**src/rtl/uart_tx_param.sv**
```systemverilog
// Parametrised UART transmitter: transmit FIFO feeding a start/data/parity/stop serialiser.
// Define UART_TX_BREAK_EN to add break_i and line-break generation.
//
// state      | meaning
// S_IDLE     | line at stop level, waiting for a tick with FIFO data
// S_START    | start bit
// S_DATA     | DATA_W data bits
// S_PARITY   | parity bit (frame latched with parity enabled)
// S_STOP     | one or two stop bits
// S_BREAK    | break: line held at start level while break_i=1
// S_BRK_STOP | one stop-level bit period after a break
module uart_tx_param #(
   parameter int DATA_W     = 8,
   parameter int FIFO_DEPTH = 16,
   parameter int OVERSAMPLE = 16,
   parameter int AFULL_TH   = 12,
   parameter int AEMPTY_TH  = 4
) (
   input  logic                          clk,
   input  logic                          rst,
   input  logic                          msb_first_i,
   input  logic                          parity_en_i,
   input  logic                          parity_odd_i,
   input  logic                          stop2_i,
   input  logic                          start_polarity_i,
   input  logic [DATA_W-1:0]             data_in_i,
   input  logic                          write_buffer_i,
   input  logic                          reset_buffer_i,
`ifdef UART_TX_BREAK_EN
   input  logic                          break_i,
`endif
   input  logic                          en_baud_i,
   output logic                          serial_out_o,
   output logic                          busy_o,
   output logic                          tx_done_o,
   output logic                          overflow_o,
   output logic                          buffer_full_o,
   output logic                          buffer_empty_o,
   output logic                          buffer_afull_o,
   output logic                          buffer_aempty_o,
   output logic [$clog2(FIFO_DEPTH):0]   level_o
);

   localparam int PTR_W = $clog2(FIFO_DEPTH);
   localparam int LVL_W = PTR_W + 1;
   localparam int CNT_W = $clog2(OVERSAMPLE);
   localparam int IDX_W = $clog2(DATA_W);
   localparam logic [LVL_W-1:0] DEPTH_L  = LVL_W'(FIFO_DEPTH);
   localparam logic [LVL_W-1:0] AFULL_L  = LVL_W'(AFULL_TH);
   localparam logic [LVL_W-1:0] AEMPTY_L = LVL_W'(AEMPTY_TH);
   localparam logic [CNT_W-1:0] CNT_LAST = CNT_W'(OVERSAMPLE - 1);
   localparam logic [IDX_W-1:0] IDX_LAST = IDX_W'(DATA_W - 1);

   typedef enum logic [2:0] {
      S_IDLE, S_START, S_DATA, S_PARITY, S_STOP
`ifdef UART_TX_BREAK_EN
      , S_BREAK, S_BRK_STOP
`endif
   } state_t;

   logic [DATA_W-1:0] mem [FIFO_DEPTH];
   logic [PTR_W-1:0]  wr_ptr, rd_ptr;
   logic [LVL_W-1:0]  level;
   logic              full, empty, push, pop, overflow;
   logic [DATA_W-1:0] head;

   state_t            state;
   logic [CNT_W-1:0]  cnt;
   logic [IDX_W-1:0]  idx;
   logic              stop_idx;
   logic [DATA_W-1:0] shreg;
   logic              par_bit, frame_par_en, frame_stop2, frame_pol;
   logic              serial, tx_done;
   logic              bit_end, stop_last, brk_req;

`ifdef UART_TX_BREAK_EN
   assign brk_req = break_i;
`else
   assign brk_req = 1'b0;
`endif

   function automatic logic [DATA_W-1:0] reverse_bits(input logic [DATA_W-1:0] d);
      logic [DATA_W-1:0] r;
      for (int i = 0; i < DATA_W; i++) r[i] = d[DATA_W-1-i];
      return r;
   endfunction

   assign full      = (level == DEPTH_L);
   assign empty     = (level == '0);
   assign head      = mem[rd_ptr];
   assign push      = write_buffer_i && !full && !reset_buffer_i;
   assign bit_end   = en_baud_i && (cnt == CNT_LAST);
   assign stop_last = !frame_stop2 || stop_idx;
   // A pop starts a frame, either from idle or straight out of the final stop bit
   assign pop = en_baud_i && !empty && !reset_buffer_i && !brk_req &&
                ((state == S_IDLE) || (state == S_STOP && bit_end && stop_last));

   always_ff @(posedge clk) begin
      if (push) mem[wr_ptr] <= data_in_i;
   end

   always_ff @(posedge clk) begin
      if (rst) begin
         wr_ptr   <= '0;
         rd_ptr   <= '0;
         level    <= '0;
         overflow <= 1'b0;
      end else begin
         overflow <= write_buffer_i && full && !reset_buffer_i;
         if (reset_buffer_i) begin
            wr_ptr <= '0;
            rd_ptr <= '0;
            level  <= '0;
         end else begin
            if (push) wr_ptr <= wr_ptr + PTR_W'(1);
            if (pop)  rd_ptr <= rd_ptr + PTR_W'(1);
            case ({push, pop})
               2'b10:   level <= level + LVL_W'(1);
               2'b01:   level <= level - LVL_W'(1);
               default: level <= level;
            endcase
         end
      end
   end

   always_ff @(posedge clk) begin
      if (rst) begin
         state        <= S_IDLE;
         cnt          <= '0;
         idx          <= '0;
         stop_idx     <= 1'b0;
         shreg        <= '0;
         par_bit      <= 1'b0;
         frame_par_en <= 1'b0;
         frame_stop2  <= 1'b0;
         frame_pol    <= 1'b0;
         serial       <= 1'b1;
         tx_done      <= 1'b0;
      end else begin
         tx_done <= 1'b0;
         if (en_baud_i) cnt <= (cnt == CNT_LAST) ? '0 : cnt + CNT_W'(1);
         case (state)
            S_IDLE: begin
               cnt    <= '0;
               serial <= ~start_polarity_i;
`ifdef UART_TX_BREAK_EN
               if (break_i) begin
                  state  <= S_BREAK;
                  serial <= start_polarity_i;
               end
`endif
            end
            S_START: if (bit_end) begin
               state  <= S_DATA;
               idx    <= '0;
               serial <= shreg[0];
            end
            S_DATA: if (bit_end) begin
               if (idx == IDX_LAST) begin
                  if (frame_par_en) begin
                     state  <= S_PARITY;
                     serial <= par_bit;
                  end else begin
                     state    <= S_STOP;
                     stop_idx <= 1'b0;
                     serial   <= ~frame_pol;
                  end
               end else begin
                  idx    <= idx + IDX_W'(1);
                  shreg  <= shreg >> 1;
                  serial <= shreg[1];
               end
            end
            S_PARITY: if (bit_end) begin
               state    <= S_STOP;
               stop_idx <= 1'b0;
               serial   <= ~frame_pol;
            end
            S_STOP: if (bit_end) begin
               if (!stop_last) begin
                  stop_idx <= 1'b1;
               end else begin
                  tx_done <= 1'b1;
                  state   <= S_IDLE;
                  serial  <= ~start_polarity_i;
               end
            end
`ifdef UART_TX_BREAK_EN
            S_BREAK: begin
               cnt <= '0;
               if (break_i) begin
                  serial <= start_polarity_i;
               end else begin
                  serial <= ~start_polarity_i;
                  state  <= S_BRK_STOP;
               end
            end
            S_BRK_STOP: begin
               serial <= ~start_polarity_i;
               if (bit_end) state <= S_IDLE;
            end
`endif
            default: state <= S_IDLE;
         endcase
         // Frame load overrides the per-state updates; MSB-first is folded into the load
         if (pop) begin
            state        <= S_START;
            cnt          <= '0;
            shreg        <= msb_first_i ? reverse_bits(head) : head;
            par_bit      <= (^head) ^ parity_odd_i;
            frame_par_en <= parity_en_i;
            frame_stop2  <= stop2_i;
            frame_pol    <= start_polarity_i;
            serial       <= start_polarity_i;
         end
      end
   end

   assign serial_out_o    = serial;
   assign busy_o          = (state != S_IDLE);
   assign tx_done_o       = tx_done;
   assign overflow_o      = overflow;
   assign buffer_full_o   = full;
   assign buffer_empty_o  = empty;
   assign buffer_afull_o  = (level >= AFULL_L);
   assign buffer_aempty_o = (level <= AEMPTY_L);
   assign level_o         = level;

endmodule
```
**config.mk**
```make
export PLATFORM = sky130hd
export DESIGN_NAME = uart_tx_param
export DESIGN_NICKNAME = d
export VERILOG_FILES = /design/src/rtl/uart_tx_param.sv
export SDC_FILE = /design/constraint.sdc
export NUM_CORES = 1
export LEC_CHECK = 0
export ABC_CLOCK_PERIOD_IN_PS = 3200
export BUFFER_PORTS_ARGS = -buffer_cell sky130_fd_sc_hd__buf_2
export CORE_MARGIN = 10
export CORE_UTILIZATION = 55
export CTS_CLUSTER_SIZE = 8
export DETAILED_ROUTE_END_ITERATION = 10
export PLACE_DENSITY = 0.87
export RECOVER_POWER = 50
export SLEW_MARGIN = 30
export SYNTH_ARGS = -nofsm -noshare
export SYNTH_HDL_FRONTEND = slang
export SYNTH_SLANG_ARGS = --single-unit
```
**constraint.sdc**
```tcl
create_clock -name clk -period 3.2 [get_ports clk]
set_clock_uncertainty 0.05 [all_clocks]
set_input_delay 0.48 -clock clk [delete_from_list [all_inputs] [get_ports clk]]
set_output_delay 0.48 -clock clk [all_outputs]
set_load 0.05 [all_outputs]
```
After elaboration in Yosys (flattened, before gate mapping)
Memory sizes are Yosys's and may differ from the RTL's. A register that Yosys moved wholly into a read port is not among the register bits.
Index checks and enable logic that the tools add are counted.
{ "word_totals": {"ff_bits": 39, "latch_bits": 0, "ram_bits": 128, "romBits": 0, "output_inout_bits": 13, "n_memories": 1} }
{ "classes": {"n_addsub": 6, "mul": 0, "n_div": 0, "magnitude_cmp": 2, "n_eq_ne": 26, "shift": 0, "n_mux": 41, "bitwise_logic": 6, "n_reduce_logical": 36} }
{ "memory_table": {"columns": ["name", "words", "word_bits", "read_ports", "rd_clocked_by_memory_dff", "write_ports", "line", "text"], "rows": [
  ["mem", 16, 8, 1, 1, 1, "61", "logic [DATA_W-1:0] mem [FIFO_DEPTH];"]
]} }
{ "ops": {"columns": ["operator", "n"], "rows": [
  ["two-way mux 8 bit", 5],
  ["two-way mux 3 bit", 10],
  ["inequality test 2 bit (second input constant)", 11],
  ["AND reduction 7 bit", 3],
  ["two-way mux 1 bit", 18],
  ["inequality test 3 bit (second input constant)", 6],
  ["case mux 3 bit (5 select lines)", 1],
  ["adder 4 x 1 -> 4 bit (second input constant)", 3],
  ["two-way mux 4 bit", 3],
  ["logical AND 1 bit", 10],
  ["case mux 5 bit (2 select lines)", 1],
  ["nonzero test 2 bit", 4],
  ["parity 8 bit", 1],
  ["== test 3 x 2 -> 1 bit (second input constant)", 2],
  ["== test 3 bit (second input constant)", 2],
  ["case mux 3 bit (2 select lines)", 1],
  ["AND reduction 6 bit", 1],
  ["nonzero test 3 bit", 2],
  ["nonzero test 6 bit", 1],
  ["OR reduction 3 bit", 2],
  ["adder 5 x 1 -> 5 bit (second input constant)", 1],
  ["== test 5 bit (second input constant)", 1],
  [">= comparator 5 x 4 -> 1 bit (second input constant)", 1],
  ["less-or-equal comparator 5 x 3 -> 1 bit (second input constant)", 1],
  ["17 further kinds", 26]
]} }

Depth between registers and ports, before layout
Gate-level depths: netlist of run 1.
{ "depth": {"word_depth": 8, "mapped_depth": 17} }

Worst setup path after synthesis of run 1
No wires, ideal clock.
{ "synth_timing": {"kind": "reg-to-reg", "start": "register level[1] (netlist: level_o[1])", "end": "register level[4] (netlist: level_o[4])", "setup_ns": 0.070, "arrival_ns": 4.446, "required_time_ns": 3.080, "setup_slack_ns": -1.365, "path_stages_with_launch": 17, "n_path_buf": 2, "cell_sequence": "dfxtp_1 > clkbuf_1 > or3_1 > nor3b_1 > nand2b_1 > nor2_1 > inv_1 > ha_1 > clkbuf_1 > xor2_1 > ha_1 > o21ai_0 > a21oi_1 > a21oi_1 > xor2_1 > or3_1 > a21oi_1"} }
{ "synth_lines": {"columns": ["element", "line", "text"], "rows": [
  ["from (decl)", "63", "logic [LVL_W-1:0] level;"],
  ["from (signal assigned)", "118", "2'b10: level <= level + LVL_W'(1);"],
  ["from (signal assigned)", "119", "2'b01: level <= level - LVL_W'(1);"],
  ["from (signal assigned)", "120", "default: level <= level;"],
  ["== test 5 bit (*)", "88", "assign full = (level == DEPTH_L);"],
  ["named net buffer_full_o", "37", "output logic buffer_full_o,"],
  ["logical NOT 1 bit (*)", "91", "assign push = write_buffer_i && !full && !reset_buffer_i;"],
  ["logical AND 1 bit (*) (2 in a row)", "91", null],
  ["== test 2 x 1 -> 1 bit or == test 2 bit (tied branches)", "117", "case ({push, pop})"],
  ["case mux 5 bit (2 select lines) or nonzero test 2 bit (tied branches)", null, null]
]} }
The timed path passes the listed nets; every way through them passes the cells marked *.
A chain may end at the register's enable or synchronous reset.

Worst setup path in the final report of run 1
{ "layout_timing": {"start": "register cnt[0]", "end": "register level[4] (netlist: level_o[4])"} }
{ "layout_between": {"elab_chain_len": 8} }
{ "layout_lines": {"columns": ["element", "line", "text"], "rows": [
  ["from (decl)", "68", "logic [CNT_W-1:0] cnt;"],
  ["from (signal assigned)", "141", "if (en_baud_i) cnt <= (cnt == CNT_LAST) ? '0 : cnt + CNT_W'(1);"],
  ["== test 4 bit (*)", "92", "assign bit_end = en_baud_i && (cnt == CNT_LAST);"],
  ["logical AND 1 bit (*)", "92", null],
  ["logical AND 1 bit (*) (2 in a row)", "96", "((state == S_IDLE) || (state == S_STOP && bit_end && stop_last));"],
  ["logical OR 1 bit (*)", "96", null],
  ["logical AND 1 bit (*)", "95", "assign pop = en_baud_i && !empty && !reset_buffer_i && !brk_req &&"],
  ["== test 2 x 1 -> 1 bit or == test 2 bit (tied branches)", "117", null],
  ["case mux 5 bit (2 select lines) or nonzero test 2 bit (tied branches)", null, null]
]} }
Every way passes the cells marked *; elsewhere a longest branch is shown, timed or not.

==> results.yml, run 1 <==
pwr:
  power_switching_share_pct: 20.9
  clockPowerShare_pct: 41.2
  power_per_cell_area_nw_per_um2: 534
  pwr-share-seq_pct: 55.4
  ir_drop_mv: 0.435
  p_sw_mw: 0.905
  p_leak_nw: 2.78
  p_int_mw: 3.42
  power_mw: 4.33
  combPwrFrac_pct: 3.4
synth:
  syn_nets: 515
  ys_seq_area_share_pct: 65.5
  synthesis.area_sq_um: 7190
  avgSynthCellArea_sq_um: 14.8
  ys_seq_elements: 171
  yosysWarningCount: 0
  syn_inst: 485
  ys_types: 46
clock_tree:
  clockRootBuffer: "clkbuf_16"
  cts_max_path_buffers: 2
  cts_tree: "built"
  cts_sinks: 171
  post-cts-setup-buffers: 0
  insertion_delay_ns: 0.43
  h-tree-depth: 4
  postCtsHoldBufs: 0
  cts_resized: 0
  cts_made_buffers: 17
  path_clk_slew_ns: 0.06
floorplanning:
  io-pin-count: 31
  start_util_pct: 56.5
  rows: 41
  coreArea_sq_um: 12700
  die_h_um: 134
  die_w_um: 134
  die_area_sq_um: 18000
final_layout:
  diodes: 0
  stdcell_count: 712
  post-route-cell-area_sq_um: 8110
  fin_nets: 560
  drive_above_1_share_pct: 20.2
  syn_to_final_growth_pct: 12.9
routing:
  avgViaCountPerCell: 5.91
  route.met3.wl_um: 1100
  drt_iter0_markers: 417
  wl_per_cell_um: 20.7
  met2_wirelength_um: 7540
  top_layer: "met4"
  wl_um: 14700
  ant_nets: 0
  drc: 0
  vias: 4205
  dr.pass1.iters: 4
  wl_met1_um: 5770
sta:
  setup_violations: 0
  fin_crit_sh_pct: 93.0
  rsz0062_at_grt: "false"
  max_freq_ghz: 0.336
  drv_slew: 0
  slew_headroom_pct: 43.6
  hold_viol: 0
  fin_setup_tns_ns: 0
  tightest_slew_ns: 0.845
  fin_crit_ns: 2.97
job:
  maxCapViolations: 0
place:
  post_dp_cell_area_sq_um: 7650
  portBuffers: 30
  gp_congestion: 0.877
  hpwl_um: 9920
  placedCellCount: 683
worst_setup_path:
  critPathArrivalTime_ns: 3.27
  critPathRequiredTime_ns: 3.50
  worst_setup_path_start_kind: "flop"
  worst_path_largest_cell_delay_ns: 0.40
  path_cells: "ha_1 > nand4_1 > o21ai_0 > nand2_1 > inv_1 > ha_4 > xor2_1 > ha_2 > o21ai_1 > a21oi_1 > a21oi_1 > xor2_1 > or3_1 > a21oi_1"
  crit_top_cell: "a21oi_1"
  crit_path_top_delay_cell: "dfxtp_1"
  end_kind: "flop"
  worst-path-max-fanout: 9
  path_class: "reg2reg"
global_routing:
  grt_pass1_wl_um: 23200
  grt_util_all_layers_pct: 16.9
  overflow: 0
  grt_max_degree: 24
  grt_pass1_vias: 4281
  antenna_found_initial: 0
outcome:
  outcome: "complete, no violations"
min_path:
  hp-class: "in2reg"
## routing by layer
metal  global-route usage, %  vias up
met5                       0        -
met4                    7.32        0
met3                    4.52       26
met2                    28.3      176
met1                    20.0     2074
li1                        -     1929
## Yosys cell counts (all sizes together)
library cell  count  share of area, %
o31a              1              0.12
o22ai             1             0.087
mux4             36                11
nand3            10              0.70
mux2i            11               1.5
o21ai             8              0.56
nor2b             4              0.35
xnor2             3              0.47
ha               12               2.1
xnor3             3              0.94
a21oi            25               1.7
nand2b            6              0.52
and4              1              0.12
nor3             12              0.84
or3               4              0.35
a21o              2              0.21
nor3b             1              0.10
a41oi             2              0.24
nand3b            2              0.21
and2              1             0.087
a22oi             6              0.63
clkbuf           18              0.94
inv              11              0.57
nand4             3              0.26
and3              8              0.70
edfxtp          128                53
dfxtp            43                12
o22a              1              0.12
xor2             11               1.3
nor2             49               2.6
nand2            37               1.9
nor4              3              0.26
buf               9               1.3
a311oi            1              0.12
or2               2              0.17
a211oi            8              0.84
nor4b             1              0.12
o211ai            1              0.10
## registers in the layout, indices dropped and copies added (netlist names), 3 cells and up, named ones only
register and cells:
mem 128, state 3, level_o 5, cnt 4
shreg 8, idx 3, wr_ptr 4, rd_ptr 4
## layout by cell type, fill, tap and decap left out, drive strengths merged, types with 2 or more instances in the layout
cell,count
a211oi,8
a21o,2
a21oi,25
a22oi,6
a41oi,2
and3,8
buf,34
clkbuf,37
clkinv,6
clkinvlp,2
dfxtp,43
edfxtp,128
ha,12
inv,14
mux2i,11
mux4,36
nand2,37
nand2b,6
nand3,10
nand3b,2
nand4,3
nor2,49
nor2b,4
nor3,12
nor4,3
o21ai,8
or2,2
or3,4
xnor2,3
xnor3,3
xor2,11
## final timing paths
check,slack (ns),endpoint,start,depth (start not counted)
hold reg to reg,0.41,frame_pol,frame_pol,2
setup / recovery,0.23,level_o[4],cnt[0],14
hold / removal,0.27,frame_stop2,stop2_i,3
setup reg to reg,0.23,level_o[4],cnt[0],14
## cell type report
| class | instances | area [sq um] |
|---|---|---|
| Sequential cell | 171 | 4710 |
| Fill cell | 897 | 4610 |
| Multi-Input combinational cell | 276 | 2330 |
| Clock buffer | 18 | 429 |
| Timing Repair Buffer | 53 | 309 |
| Tap cell | 172 | 215 |
| Clock inverter | 11 | 75.1 |
| Inverter | 11 | 41.3 |
## power by group through the flow
stage / sequential [mW] / clock [mW] / combinational [mW]
floorplan: 2.45 / 0 / 0.0915
CTS: 2.40 / 1.81 / 0.151
finish: 2.40 / 1.78 / 0.147
detailed placement: 2.45 / 0 / 0.149
global placement: 2.45 / 0 / 0.142
global route: 2.40 / 1.90 / 0.160
## metrics by stage
stage               setup WS [ns]  hold slack, ns  utilization, %
floorplan                  -0.207           0.382               -
global placement            0.449           0.395            60.1
detailed placement          0.288           0.397            60.1
CTS                         0.261           0.248            64.1
global route               0.0639           0.263            63.8
finish                      0.225           0.266            63.8
## worst max-delay path, delay by kind of cell, from the launching register on
kind / cells / cell delay (ns)
simple gates: 3 / 0.61
fa+ha+maj: 3 / 0.70
flops: 1 / 0.40
xor+xnor: 2 / 0.32
buf+inv: 1 / 0.13
compound gates: 5 / 0.70
## kinds of logic (layout without fill, tap and decap cells)
group	after synthesis	after routing	synth area share (%)
adders and majority gates	12	12	2.09
and+or+nand+nor	144	144	9.28
xor gates and xnor gates	17	17	2.75
AOI/OAI and AO/OA	56	56	4.77
buffers and inverters	38	93	2.77
DFF	171	171	65.5
muxes	47	47	12.9
No activity file was read; power rests on OpenSTA's default activity.
==> inputs of run 2 (changes only) <==
Settings changed: CORE_MARGIN 10 to 2.
==> results.yml, run 2 (synthesis gave the netlist of run 1 again) <==
outcome:
  outcome: "complete, no violations"
clock_tree:
  post-cts-setup-buffers: 0
  insertion_delay_ns: 0.43
  cts_made_buffers: 17
  postCtsHoldBufs: 0
  cts_tree: "built"
  cts_resized: 0
  cts_sinks: 171
  path_clk_slew_ns: 0.06
  cts_max_path_buffers: 2
  clockRootBuffer: "clkbuf_16"
  h-tree-depth: 4
floorplanning:
  die_w_um: 118
  rows: 41
  io-pin-count: 31
  die_area_sq_um: 14000
  coreArea_sq_um: 12700
  die_h_um: 118
  start_util_pct: 56.7
sta:
  slew_headroom_pct: 44.0
  hold_viol: 0
  fin_crit_ns: 2.94
  max_freq_ghz: 0.341
  tightest_slew_ns: 0.839
  fin_setup_tns_ns: 0
  drv_slew: 0
  rsz0062_at_grt: "false"
  setup_violations: 0
  fin_crit_sh_pct: 91.7
routing:
  wl_um: 14700
  drt_iter0_markers: 471
  vias: 4187
  drc: 0
  wl_per_cell_um: 20.6
  dr.pass1.iters: 7
  ant_nets: 0
  avgViaCountPerCell: 5.86
global_routing:
  grt_pass1_wl_um: 23600
  grt_pass1_vias: 4293
  grt_max_degree: 24
  overflow: 0
  antenna_found_initial: 0
  grt_util_all_layers_pct: 22.6
worst_setup_path:
  critPathArrivalTime_ns: 3.25
  worst-path-max-fanout: 10
  critPathRequiredTime_ns: 3.51
  worst_setup_path_start_kind: "flop"
  setup.worst_path.start: "level_o[1]"
  rr_startpoint: "level_o[1]"
  path_class: "reg2reg"
  end_kind: "flop"
pwr:
  p_leak_nw: 2.78
  power_per_cell_area_nw_per_um2: 550
  ir_drop_mv: 0.501
  power_mw: 4.48
place:
  gp_congestion: 0.866
  portBuffers: 30
  hpwl_um: 9780
job:
  maxCapViolations: 0
final_layout:
  regArea_sq_um: 4710
  fillerInstances: 875
  syn_to_final_growth_pct: 13.3
  top_register: "mem"
  diodes: 0
  fin_nets: 560
  mostFrequentLayoutCell: "edfxtp_1"
  layout_common_cells: "edfxtp_1, nor2_1, dfxtp_1"
  post-route-util_pct: 64.3
  multi_input_area_sq_um: 2320
  drive_above_1_share_pct: 19.7
  largest_reg_flops: 128
min_path:
  hp-class: "in2reg"
  hold_start: "stop2_i"
[run 2: cell types whose count changed in the layout (fill, tap and decap cells not counted), sizes merged]
| cell | delta |
|---|---|
| buf | -2 |
| bufinv | +1 |
| clkbuf | +3 |
| clkinv | -1 |
| inv | +2 |
[run 2: final cells by class]
cell class	count	area share, %
Clock inverter	13	1.44
Multi-Input combinational cell	276	28.5
Timing Repair Buffer	53	3.70
Clock buffer	19	5.32
Inverter	11	0.507
Sequential cell	171	57.9
Tap cell	172	2.64
[run 2: routing by layer]
layer	part of all wire, %	vias to the layer above	wire length, um	GRT usage, %
met4	2.2	0	331	9.19
met1	40	2091	5940	27.8
met2	52	143	7730	38.7
met3	5.0	29	731	5.26
li1	-	1924	-	-
met5	0	-	0	0
[run 2: final timing paths]
| kind | slack, ns | end | depth (start not counted) |
|---|---|---|---|
| setup / recovery | 0.26 | level_o[4] | 14 |
| hold / removal | 0.24 | frame_stop2 | 3 |
| setup reg to reg | 0.26 | level_o[4] | 14 |
| hold reg to reg | 0.41 | frame_pol | 2 |
[run 2: worst max-delay path, cell delays in order (launching register included)]
cell      delay [ns]
dfxtp_1         0.40
or3_4           0.38
nor3b_4         0.20
nand2b_4        0.18
nor2_2          0.07
inv_2           0.09
ha_4            0.20
xor2_1          0.17
ha_2            0.22
o21ai_1         0.06
a21oi_1         0.15
a21oi_1         0.09
xor2_1          0.15
or3_1           0.32
a21oi_1         0.13
[run 2: power breakdown]
group / internal, mW / switching (mW) / total (mW)
logic: 0.0556 / 0.0924 / 0.148
registers: 2.39 / 0.00786 / 2.40
clock network: 1.08 / 0.852 / 1.93
total: 3.53 / 0.953 / 4.48
[run 2: through the flow]
stage          cells  hold WS (ns)  setup WS [ns]  instance area (sq um)
3_3_place_gp     683         0.395          0.446                   7650
3_5_place_dp     683         0.399          0.324                   7650
5_1_grt          715         0.259         0.0470                   8140
4_1_cts          715         0.235          0.276                   8200
6_report         715         0.243          0.264                   8140
2_1_floorplan    485         0.382         -0.207                   7290
